[src/rtl/seq_pkg.sv]
// -----------------------------------------------------------------------------
// seq_pkg
// Shared definitions for the instruction step sequencer:
//   - step encodings presented on the step output
//   - the state enumeration built on those encodings
//   - default opcode constants for the supported instructions
//   - the decoded opcode class used by the sequencer
// -----------------------------------------------------------------------------
package seq_pkg;

   // Step encodings, visible to software/debug through the step port
   localparam logic [3:0] STEP_IDLE   = 4'd0;
   localparam logic [3:0] STEP_T0     = 4'd1;
   localparam logic [3:0] STEP_T1     = 4'd2;
   localparam logic [3:0] STEP_T2     = 4'd3;
   localparam logic [3:0] STEP_T3     = 4'd4;
   localparam logic [3:0] STEP_T4     = 4'd5;
   localparam logic [3:0] STEP_T5     = 4'd6;
   localparam logic [3:0] STEP_T6     = 4'd7;
   localparam logic [3:0] STEP_HALTED = 4'd8;

   typedef enum logic [3:0] {
      ST_IDLE   = STEP_IDLE,
      ST_T0     = STEP_T0,
      ST_T1     = STEP_T1,
      ST_T2     = STEP_T2,
      ST_T3     = STEP_T3,
      ST_T4     = STEP_T4,
      ST_T5     = STEP_T5,
      ST_T6     = STEP_T6,
      ST_HALTED = STEP_HALTED
   } state_t;

   // Default opcodes
   localparam logic [4:0] DEF_OP_JR   = 5'b10100;
   localparam logic [4:0] DEF_OP_JAL  = 5'b10011;
   localparam logic [4:0] DEF_OP_BR   = 5'b10010;
   localparam logic [4:0] DEF_OP_HALT = 5'b11011;

   // Opcode class after decode; anything unrecognised is OPC_ILLEGAL
   typedef enum logic [2:0] {
      OPC_JR      = 3'd0,
      OPC_JAL     = 3'd1,
      OPC_BR      = 3'd2,
      OPC_HALT    = 3'd3,
      OPC_ILLEGAL = 3'd4
   } op_class_t;

endpackage

[src/rtl/mem_wait_timer.sv]
// -----------------------------------------------------------------------------
// mem_wait_timer
// Counts memory-wait cycles spent in the fetch read step and flags a timeout.
// The count is held at zero outside the wait step, so it is clear on every
// entry to that step, and it saturates at WAIT_MAX instead of wrapping.
// expired is high in the wait cycle that would bring the count to WAIT_MAX,
// so the sequencer leaves the wait step after exactly WAIT_MAX wait cycles.
//
// Ports:
//   clock     in   system clock, rising edge
//   clear     in   asynchronous active-high reset
//   in_wait   in   sequencer is in the memory read step
//   mem_ready in   memory read data valid
//   expired   out  this wait cycle reaches the WAIT_MAX limit
// -----------------------------------------------------------------------------
module mem_wait_timer #(
   parameter int WAIT_MAX = 16
)(
   input  logic clock,
   input  logic clear,
   input  logic in_wait,
   input  logic mem_ready,
   output logic expired
);

   localparam int CW = $clog2(WAIT_MAX + 1);
   localparam logic [CW-1:0] CNT_ZERO  = CW'(0);
   localparam logic [CW-1:0] CNT_ONE   = CW'(1);
   localparam logic [CW-1:0] CNT_MAX   = CW'(WAIT_MAX);
   localparam logic [CW-1:0] LAST_WAIT = CW'(WAIT_MAX - 1);

   logic [CW-1:0] count_r;

   // Wait-cycle counter: zero outside the wait step, saturating inside it
   always_ff @(posedge clock or posedge clear) begin
      if (clear) begin
         count_r <= CNT_ZERO;
      end else if (!in_wait) begin
         count_r <= CNT_ZERO;
      end else if (!mem_ready && (count_r != CNT_MAX)) begin
         count_r <= count_r + CNT_ONE;
      end else begin
         count_r <= count_r;
      end
   end

   assign expired = in_wait && !mem_ready && (count_r >= LAST_WAIT);

endmodule

[src/rtl/step_sequencer.sv]
// -----------------------------------------------------------------------------
// step_sequencer
// Hardwired control-step sequencer: fetch (T0..T2) followed by an opcode
// dependent execute sequence (JR, JAL, BR, HALT). State is registered; the
// datapath strobes are decoded combinationally from the current state, the
// opcode, con_ff and mem_ready. A memory wait that runs for WAIT_MAX cycles
// halts the sequencer and sets the sticky fault flag.
//
// Ports:
//   clock       in   system clock, rising edge
//   clear       in   asynchronous active-high reset
//   run         in   start from IDLE / resume from HALTED
//   opcode      in   IR opcode field (valid from T3)
//   con_ff      in   branch condition flip-flop
//   mem_ready   in   memory read data valid
//   PCout..link_sel out  datapath control strobes
//   step        out  current state encoding (see seq_pkg)
//   busy        out  in T0..T6
//   halted      out  in HALTED
//   fault       out  sticky memory-timeout flag
//   illegal_op  out  unknown opcode seen in T3 (one cycle)
// -----------------------------------------------------------------------------
module step_sequencer
   import seq_pkg::*;
#(
   parameter int             OPW      = 5,
   parameter logic [OPW-1:0] OP_JR    = OPW'(DEF_OP_JR),
   parameter logic [OPW-1:0] OP_JAL   = OPW'(DEF_OP_JAL),
   parameter logic [OPW-1:0] OP_BR    = OPW'(DEF_OP_BR),
   parameter logic [OPW-1:0] OP_HALT  = OPW'(DEF_OP_HALT),
   parameter int             WAIT_MAX = 16
)(
   input  logic           clock,
   input  logic           clear,
   input  logic           run,
   input  logic [OPW-1:0] opcode,
   input  logic           con_ff,
   input  logic           mem_ready,
   output logic           PCout,
   output logic           MARin,
   output logic           IncPC,
   output logic           ZLowIn,
   output logic           ZLowOut,
   output logic           PCin,
   output logic           Read,
   output logic           MDRin,
   output logic           MDRout,
   output logic           IRin,
   output logic           Gra,
   output logic           Grb,
   output logic           Grc,
   output logic           Rout,
   output logic           Rin,
   output logic           CONin,
   output logic           Yin,
   output logic           Cout,
   output logic           alu_add,
   output logic           link_sel,
   output logic [3:0]     step,
   output logic           busy,
   output logic           halted,
   output logic           fault,
   output logic           illegal_op
);

   state_t    state_r;
   logic      fault_r;
   op_class_t op_class_s;
   logic      in_wait_s;
   logic      timeout_s;

   assign in_wait_s = (state_r == ST_T1);

   mem_wait_timer #(
      .WAIT_MAX (WAIT_MAX)
   ) u_wait (
      .clock     (clock),
      .clear     (clear),
      .in_wait   (in_wait_s),
      .mem_ready (mem_ready),
      .expired   (timeout_s)
   );

   // Opcode decode into an instruction class
   always_comb begin
      op_class_s = OPC_ILLEGAL;
      if (opcode == OP_JR) begin
         op_class_s = OPC_JR;
      end else if (opcode == OP_JAL) begin
         op_class_s = OPC_JAL;
      end else if (opcode == OP_BR) begin
         op_class_s = OPC_BR;
      end else if (opcode == OP_HALT) begin
         op_class_s = OPC_HALT;
      end else begin
         op_class_s = OPC_ILLEGAL;
      end
   end

   // State register, next-state selection and sticky timeout flag
   always_ff @(posedge clock or posedge clear) begin
      if (clear) begin
         state_r <= ST_IDLE;
         fault_r <= 1'b0;
      end else begin
         fault_r <= fault_r | timeout_s;
         case (state_r)
            ST_IDLE:   state_r <= run ? ST_T0 : ST_IDLE;
            ST_T0:     state_r <= ST_T1;
            // Data arrival wins over a timeout in the same cycle
            ST_T1:     state_r <= mem_ready ? ST_T2 : (timeout_s ? ST_HALTED : ST_T1);
            ST_T2:     state_r <= ST_T3;
            ST_T3: begin
               case (op_class_s)
                  OPC_JAL:  state_r <= ST_T4;
                  OPC_BR:   state_r <= ST_T4;
                  OPC_HALT: state_r <= ST_HALTED;
                  default:  state_r <= ST_T0;
               endcase
            end
            ST_T4:     state_r <= (op_class_s == OPC_BR) ? ST_T5 : ST_T0;
            ST_T5:     state_r <= ST_T6;
            ST_T6:     state_r <= ST_T0;
            ST_HALTED: state_r <= run ? ST_T0 : ST_HALTED;
            default:   state_r <= ST_IDLE;
         endcase
      end
   end

   // Strobe decode from state, opcode class, con_ff and mem_ready
   always_comb begin
      PCout      = 1'b0;
      MARin      = 1'b0;
      IncPC      = 1'b0;
      ZLowIn     = 1'b0;
      ZLowOut    = 1'b0;
      PCin       = 1'b0;
      Read       = 1'b0;
      MDRin      = 1'b0;
      MDRout     = 1'b0;
      IRin       = 1'b0;
      Gra        = 1'b0;
      Rout       = 1'b0;
      Rin        = 1'b0;
      CONin      = 1'b0;
      Yin        = 1'b0;
      Cout       = 1'b0;
      alu_add    = 1'b0;
      link_sel   = 1'b0;
      illegal_op = 1'b0;
      case (state_r)
         ST_T0: begin
            PCout  = 1'b1;
            MARin  = 1'b1;
            IncPC  = 1'b1;
            ZLowIn = 1'b1;
         end
         ST_T1: begin
            // Incremented PC is only committed once the fetch completes
            ZLowOut = 1'b1;
            Read    = 1'b1;
            MDRin   = 1'b1;
            PCin    = mem_ready;
         end
         ST_T2: begin
            MDRout = 1'b1;
            IRin   = 1'b1;
         end
         ST_T3: begin
            case (op_class_s)
               OPC_JR: begin
                  Gra  = 1'b1;
                  Rout = 1'b1;
                  PCin = 1'b1;
               end
               OPC_JAL: begin
                  PCout    = 1'b1;
                  Rin      = 1'b1;
                  link_sel = 1'b1;
               end
               OPC_BR: begin
                  Gra   = 1'b1;
                  Rout  = 1'b1;
                  CONin = 1'b1;
               end
               OPC_HALT: begin
                  illegal_op = 1'b0;
               end
               default: begin
                  illegal_op = 1'b1;
               end
            endcase
         end
         ST_T4: begin
            case (op_class_s)
               OPC_JAL: begin
                  Gra  = 1'b1;
                  Rout = 1'b1;
                  PCin = 1'b1;
               end
               OPC_BR: begin
                  PCout = 1'b1;
                  Yin   = 1'b1;
               end
               default: begin
                  PCout = 1'b0;
               end
            endcase
         end
         ST_T5: begin
            Cout    = 1'b1;
            alu_add = 1'b1;
            ZLowIn  = 1'b1;
         end
         ST_T6: begin
            ZLowOut = 1'b1;
            PCin    = con_ff;
         end
         default: begin
            PCout = 1'b0;
         end
      endcase
   end

   // Register-select lines reserved for future execute sequences
   assign Grb = 1'b0;
   assign Grc = 1'b0;

   assign step   = state_r;
   assign busy   = (state_r != ST_IDLE) && (state_r != ST_HALTED);
   assign halted = (state_r == ST_HALTED);
   assign fault  = fault_r;

endmodule
[config.mk]
export PLATFORM = sky130hd
export DESIGN_NAME = step_sequencer
export DESIGN_NICKNAME = d
export VERILOG_FILES = /design/src/rtl/seq_pkg.sv /design/src/rtl/mem_wait_timer.sv /design/src/rtl/step_sequencer.sv
export SDC_FILE = /design/constraint.sdc
export NUM_CORES = 1
export LEC_CHECK = 0
export CELL_PAD_IN_SITES_DETAIL_PLACEMENT = 1
export CELL_PAD_IN_SITES_GLOBAL_PLACEMENT = 2
export CORE_MARGIN = 2
export CORE_UTILIZATION = 23
export DETAILED_ROUTE_END_ITERATION = 8
export GPL_TIMING_DRIVEN = 0
export PLACE_DENSITY_LB_ADDON = 0.12
export SLEW_MARGIN = 20
export SYNTH_ARGS = -nofsm -noshare
export SYNTH_HDL_FRONTEND = slang
export SYNTH_SLANG_ARGS = --single-unit
[constraint.sdc]
create_clock -name clock -period 1.84 [get_ports clock]
set_input_delay 0.368 -clock clock [delete_from_list [all_inputs] [get_ports clock]]
set_output_delay 0.368 -clock clock [all_outputs]
set_load 0.005 [all_outputs]
==> results summary <==
The run finished, with violations left. The final reports fail on setup timing. The number of vias per cell came out at 4.55. The number of antenna violations at the first check in global routing is 0.

Setup repair after global routing could not meet its margin everywhere. The aggregate negative setup slack came out at -2.90 ns. The area added between synthesis and finish is 95.8%. The Yosys warning count came out at 0.

The later pin in the worst-skew pair is clocked with a latency of 0.24 ns. Walking the worst path, the cells encountered are or4b_4, buf_6, nor3_2, a31oi_1, o22ai_1, buf_2. Cells with a size suffix above 1 make up 56.4% of the layout. The wire length of the first global-routing pass is 4.95 mm. The final number of max-transition violations is 0.

The cell total after placement is 192. The worst register-to-register path begins at step[3]. The length of the first detailed-routing pass in iterations is 4. The number of nets still failing antenna checks after routing is 0.

The vertical die dimension is 66.2 um. The delay of the slowest critical-path stage is 0.56 ns. STA classifies the critical path startpoint as a register. The count of unique library cells instantiated by Yosys came out at 39. The average detailed-routed wire length per instance is 14.4 um. The number of placement rows is 22. The highest clock rate is 453 MHz. For this run, the total global-route usage over all layers was measured as 14.6%.

The wire length after detailed routing came out at 3.31 mm. Tracing the worst setup path back leads to its startpoint at step[3]. For this design, the slowest cell found on the critical path is sky130_fd_sc_hd__or4b_4.

The number of standard cells in the layout, taps in and fillers out is 229. The final-report setup violation count came out at 16. The number of enable-type register cells in the synthesized netlist came out at 0. The data required time of the critical path came out at 1.47 ns. VDD sags by at most 0.000419 V. The number of buffers inserted during clock tree synthesis is 3. Across the run, the number of max-cap violations was 0. After clock tree synthesis, the clock-pin slew on the worst setup and hold paths is 0.06 ns.

The critical path is of the register to output port type. The worst reg-to-reg setup slack came out at 0.07 ns. The buffer and inverter count on the worst path is 2. On the final layout, the worst clock skew is 0.00781 ns. The post-route clock period utilization came out at 120%. The actual slew at the worst max-slew pin is 0.521 ns. Synthesis handed over a netlist of 108 instances. For this run, the share of the core covered by cells in the final layout is 47.2%. The leakage power of the design is 0.829 nW. The average instance in the mapped netlist occupies 8.24 um^2.

The cell area that synthesis handed to floorplanning was 890 um^2. The H-tree depth came out at 1. The count of endpoints failing hold in the final timing report came out at 0. Clock tree synthesis selected as its root buffer the cell sky130_fd_sc_hd__clkbuf_8.

The clock net in this run drives a total of 10 sinks. The share of synthesized flip-flops with an asynchronous set or reset came out at 100%. Detailed placement finished with a half-perimeter wire length of 2.08 mm. The design draws 0.00210 W. The number of antenna cells inserted came out at 0. The via count of the first global-routing pass is 1027. The share of synthesized area occupied by flip-flops and latches came out at 28.1%. The worst setup path is captured at an output port. The synthesis-stage register bit count came out at 10. The shortest clock period the worst path allows after layout came out at 2.21 ns. At the worst endpoint, the arrival time is 1.84 ns.

The worst pin sits at a relative slew slack of 65.1%. Among all flip-flop cells after synthesis, the most frequent one is sky130_fd_sc_hd__dfrtp_1. The type of the most critical hold path is input port to asynchronous set/reset pin. The floorplan step defined a die boundary enclosing 4380 um^2. Entering global routing, the biggest net connects 11 pins. The highest fanout seen on the critical path came out at 3. For this configuration, the core starts out at a cell density of 24.1%. TritonCTS built the clock tree.

The maximum root-to-sink buffer count came out at 2. The smallest setup slack after layout came out at -0.366 ns. The placer's final routability congestion estimate came out at 0.782. The remaining routing DRC violations is 0.

The overall die width came out at 66.2 um. The count of input and output buffers is 35. The largest delay contributor family on the critical path is simple AND/OR/NAND/NOR gates. The post-place setup slack is -0.812 ns. The layout net count is 195.

The total global routing overflow is 0. Power spread over the standard cell area amounts to 1210 nW/um^2. The initial DRC count came out at 36. The overall via count from detail_route came out at 1042. Hold repair after CTS inserted 0 buffers. The number of placed I/O pins is 38. The placeable core region came out at 3690 um^2.
[state kept, by name, summed over array words and instances, names as in the netlist]
signal	flops
u_wait.count_r	5
step	4
fault	1
[synthesized netlist by cell type, drive strengths merged, types with 2 or more instances]
library cell	count	area [um^2]
and3	2	12.5
o22ai	2	12.5
nand2b	3	18.8
buf	11	81.3
a21oi	3	15.0
a211oi	3	22.5
xor2	2	17.5
dfrtp	10	250
or2b	4	32.5
inv	10	37.5
nand2	3	11.3
o21ai	5	25.0
nor3	5	25.0
nand3b	2	15.0
a31oi	5	31.3
nor2	15	56.3
or2	2	15.0
ha	3	37.5
nand4	2	12.5
[layer usage]
metal,global-route usage (%),vias up,wire [um]
li1,-,508,-
met1,18.3,509,1410
met2,26.3,23,1740
met3,3.92,2,145
met4,0.765,0,7
met5,0,-,0
[power by group]
part	switching, W	internal (W)	total (W)
combinational	0.000638	0.000853	0.00149
sequential	0.0000535	0.000275	0.000328
clock	0.0000939	0.000189	0.000283
total	0.000785	0.00132	0.00210
[metrics by stage]
step,hold WS (ns),cell area (um^2)
6_report,0.427,1740
2_1_floorplan,0.208,898
4_1_cts,0.437,1600
5_1_grt,0.448,1740
3_5_place_dp,0.463,1310
3_3_place_gp,0.458,1310
[cell type report]
type | instances | area, um^2
buffer | 12 | 115
tap | 48 | 60.1
clock buffer | 4 | 55.1
fill | 445 | 1950
sequential | 10 | 251
multi-input combinational | 77 | 646
inverter | 10 | 42.5
timing repair buffer | 68 | 572
[final timing paths]
| path | end | depth (start not counted) |
|---|---|---|
| max | PCin | 6 |
| min | fault | 2 |
| max reg2reg | fault | 9 |
| min reg2reg | fault | 1 |
| max in group asynchronous | step[3] | 2 |
| min in group clock | fault | 1 |
[repair_timing]
action                                 in CTS  in global routing
gates cloned                                0                  0
setup endpoints to repair                  21                 19
endpoints found under the hold margin       0                  0
setup buffers                              19                 15
pin swaps                                  13                 10
gates resized for setup                    93                 44
[kinds of logic (layout without fill, tap and decap cells)]
family          count (synthesis)  after routing  share of synthesized area (%)
compound gates                 22             22                           16.7
xor+xnor                        3              3                           2.95
fa+ha+maj                       3              3                           4.22
buf+inv                        22             94                           14.2
flops                          10             10                           28.1
mux                             1              1                           1.13
other cells                     1              2                          0.422
simple gates                   46             46                           32.2
[cells in the final DEF, fill, tap and decap left out, types with 2 or more instances in the layout]
| cell | Yosys | final |
|---|---|---|
| sky130_fd_sc_hd__a211oi_2 | 0 | 2 |
| sky130_fd_sc_hd__a21oi_1 | 3 | 3 |
| sky130_fd_sc_hd__a31oi_1 | 5 | 5 |
| sky130_fd_sc_hd__buf_2 | 2 | 8 |
| sky130_fd_sc_hd__buf_4 | 8 | 32 |
| sky130_fd_sc_hd__buf_6 | 1 | 20 |
| sky130_fd_sc_hd__clkbuf_2 | 0 | 4 |
| sky130_fd_sc_hd__clkbuf_8 | 0 | 5 |
| sky130_fd_sc_hd__clkdlybuf4s50_1 | 0 | 8 |
| sky130_fd_sc_hd__conb_1 | 1 | 2 |
| sky130_fd_sc_hd__dfrtp_1 | 10 | 9 |
| sky130_fd_sc_hd__dlygate4sd2_1 | 0 | 5 |
| sky130_fd_sc_hd__ha_1 | 3 | 3 |
| sky130_fd_sc_hd__inv_1 | 10 | 7 |
| sky130_fd_sc_hd__inv_4 | 0 | 2 |
| sky130_fd_sc_hd__nand2_1 | 3 | 2 |
| sky130_fd_sc_hd__nand2b_4 | 0 | 2 |
| sky130_fd_sc_hd__nand3b_1 | 2 | 2 |
| sky130_fd_sc_hd__nand4_1 | 2 | 2 |
| sky130_fd_sc_hd__nor2_1 | 15 | 10 |
| sky130_fd_sc_hd__nor2_2 | 0 | 2 |
| sky130_fd_sc_hd__nor2_4 | 0 | 3 |
| sky130_fd_sc_hd__nor3_2 | 0 | 2 |
| sky130_fd_sc_hd__nor3_4 | 0 | 2 |
| sky130_fd_sc_hd__o21ai_0 | 5 | 3 |
| sky130_fd_sc_hd__o22ai_1 | 2 | 2 |
| sky130_fd_sc_hd__or2b_1 | 2 | 2 |
| sky130_fd_sc_hd__or2b_4 | 0 | 2 |
Power figures use the tool's default switching activity.
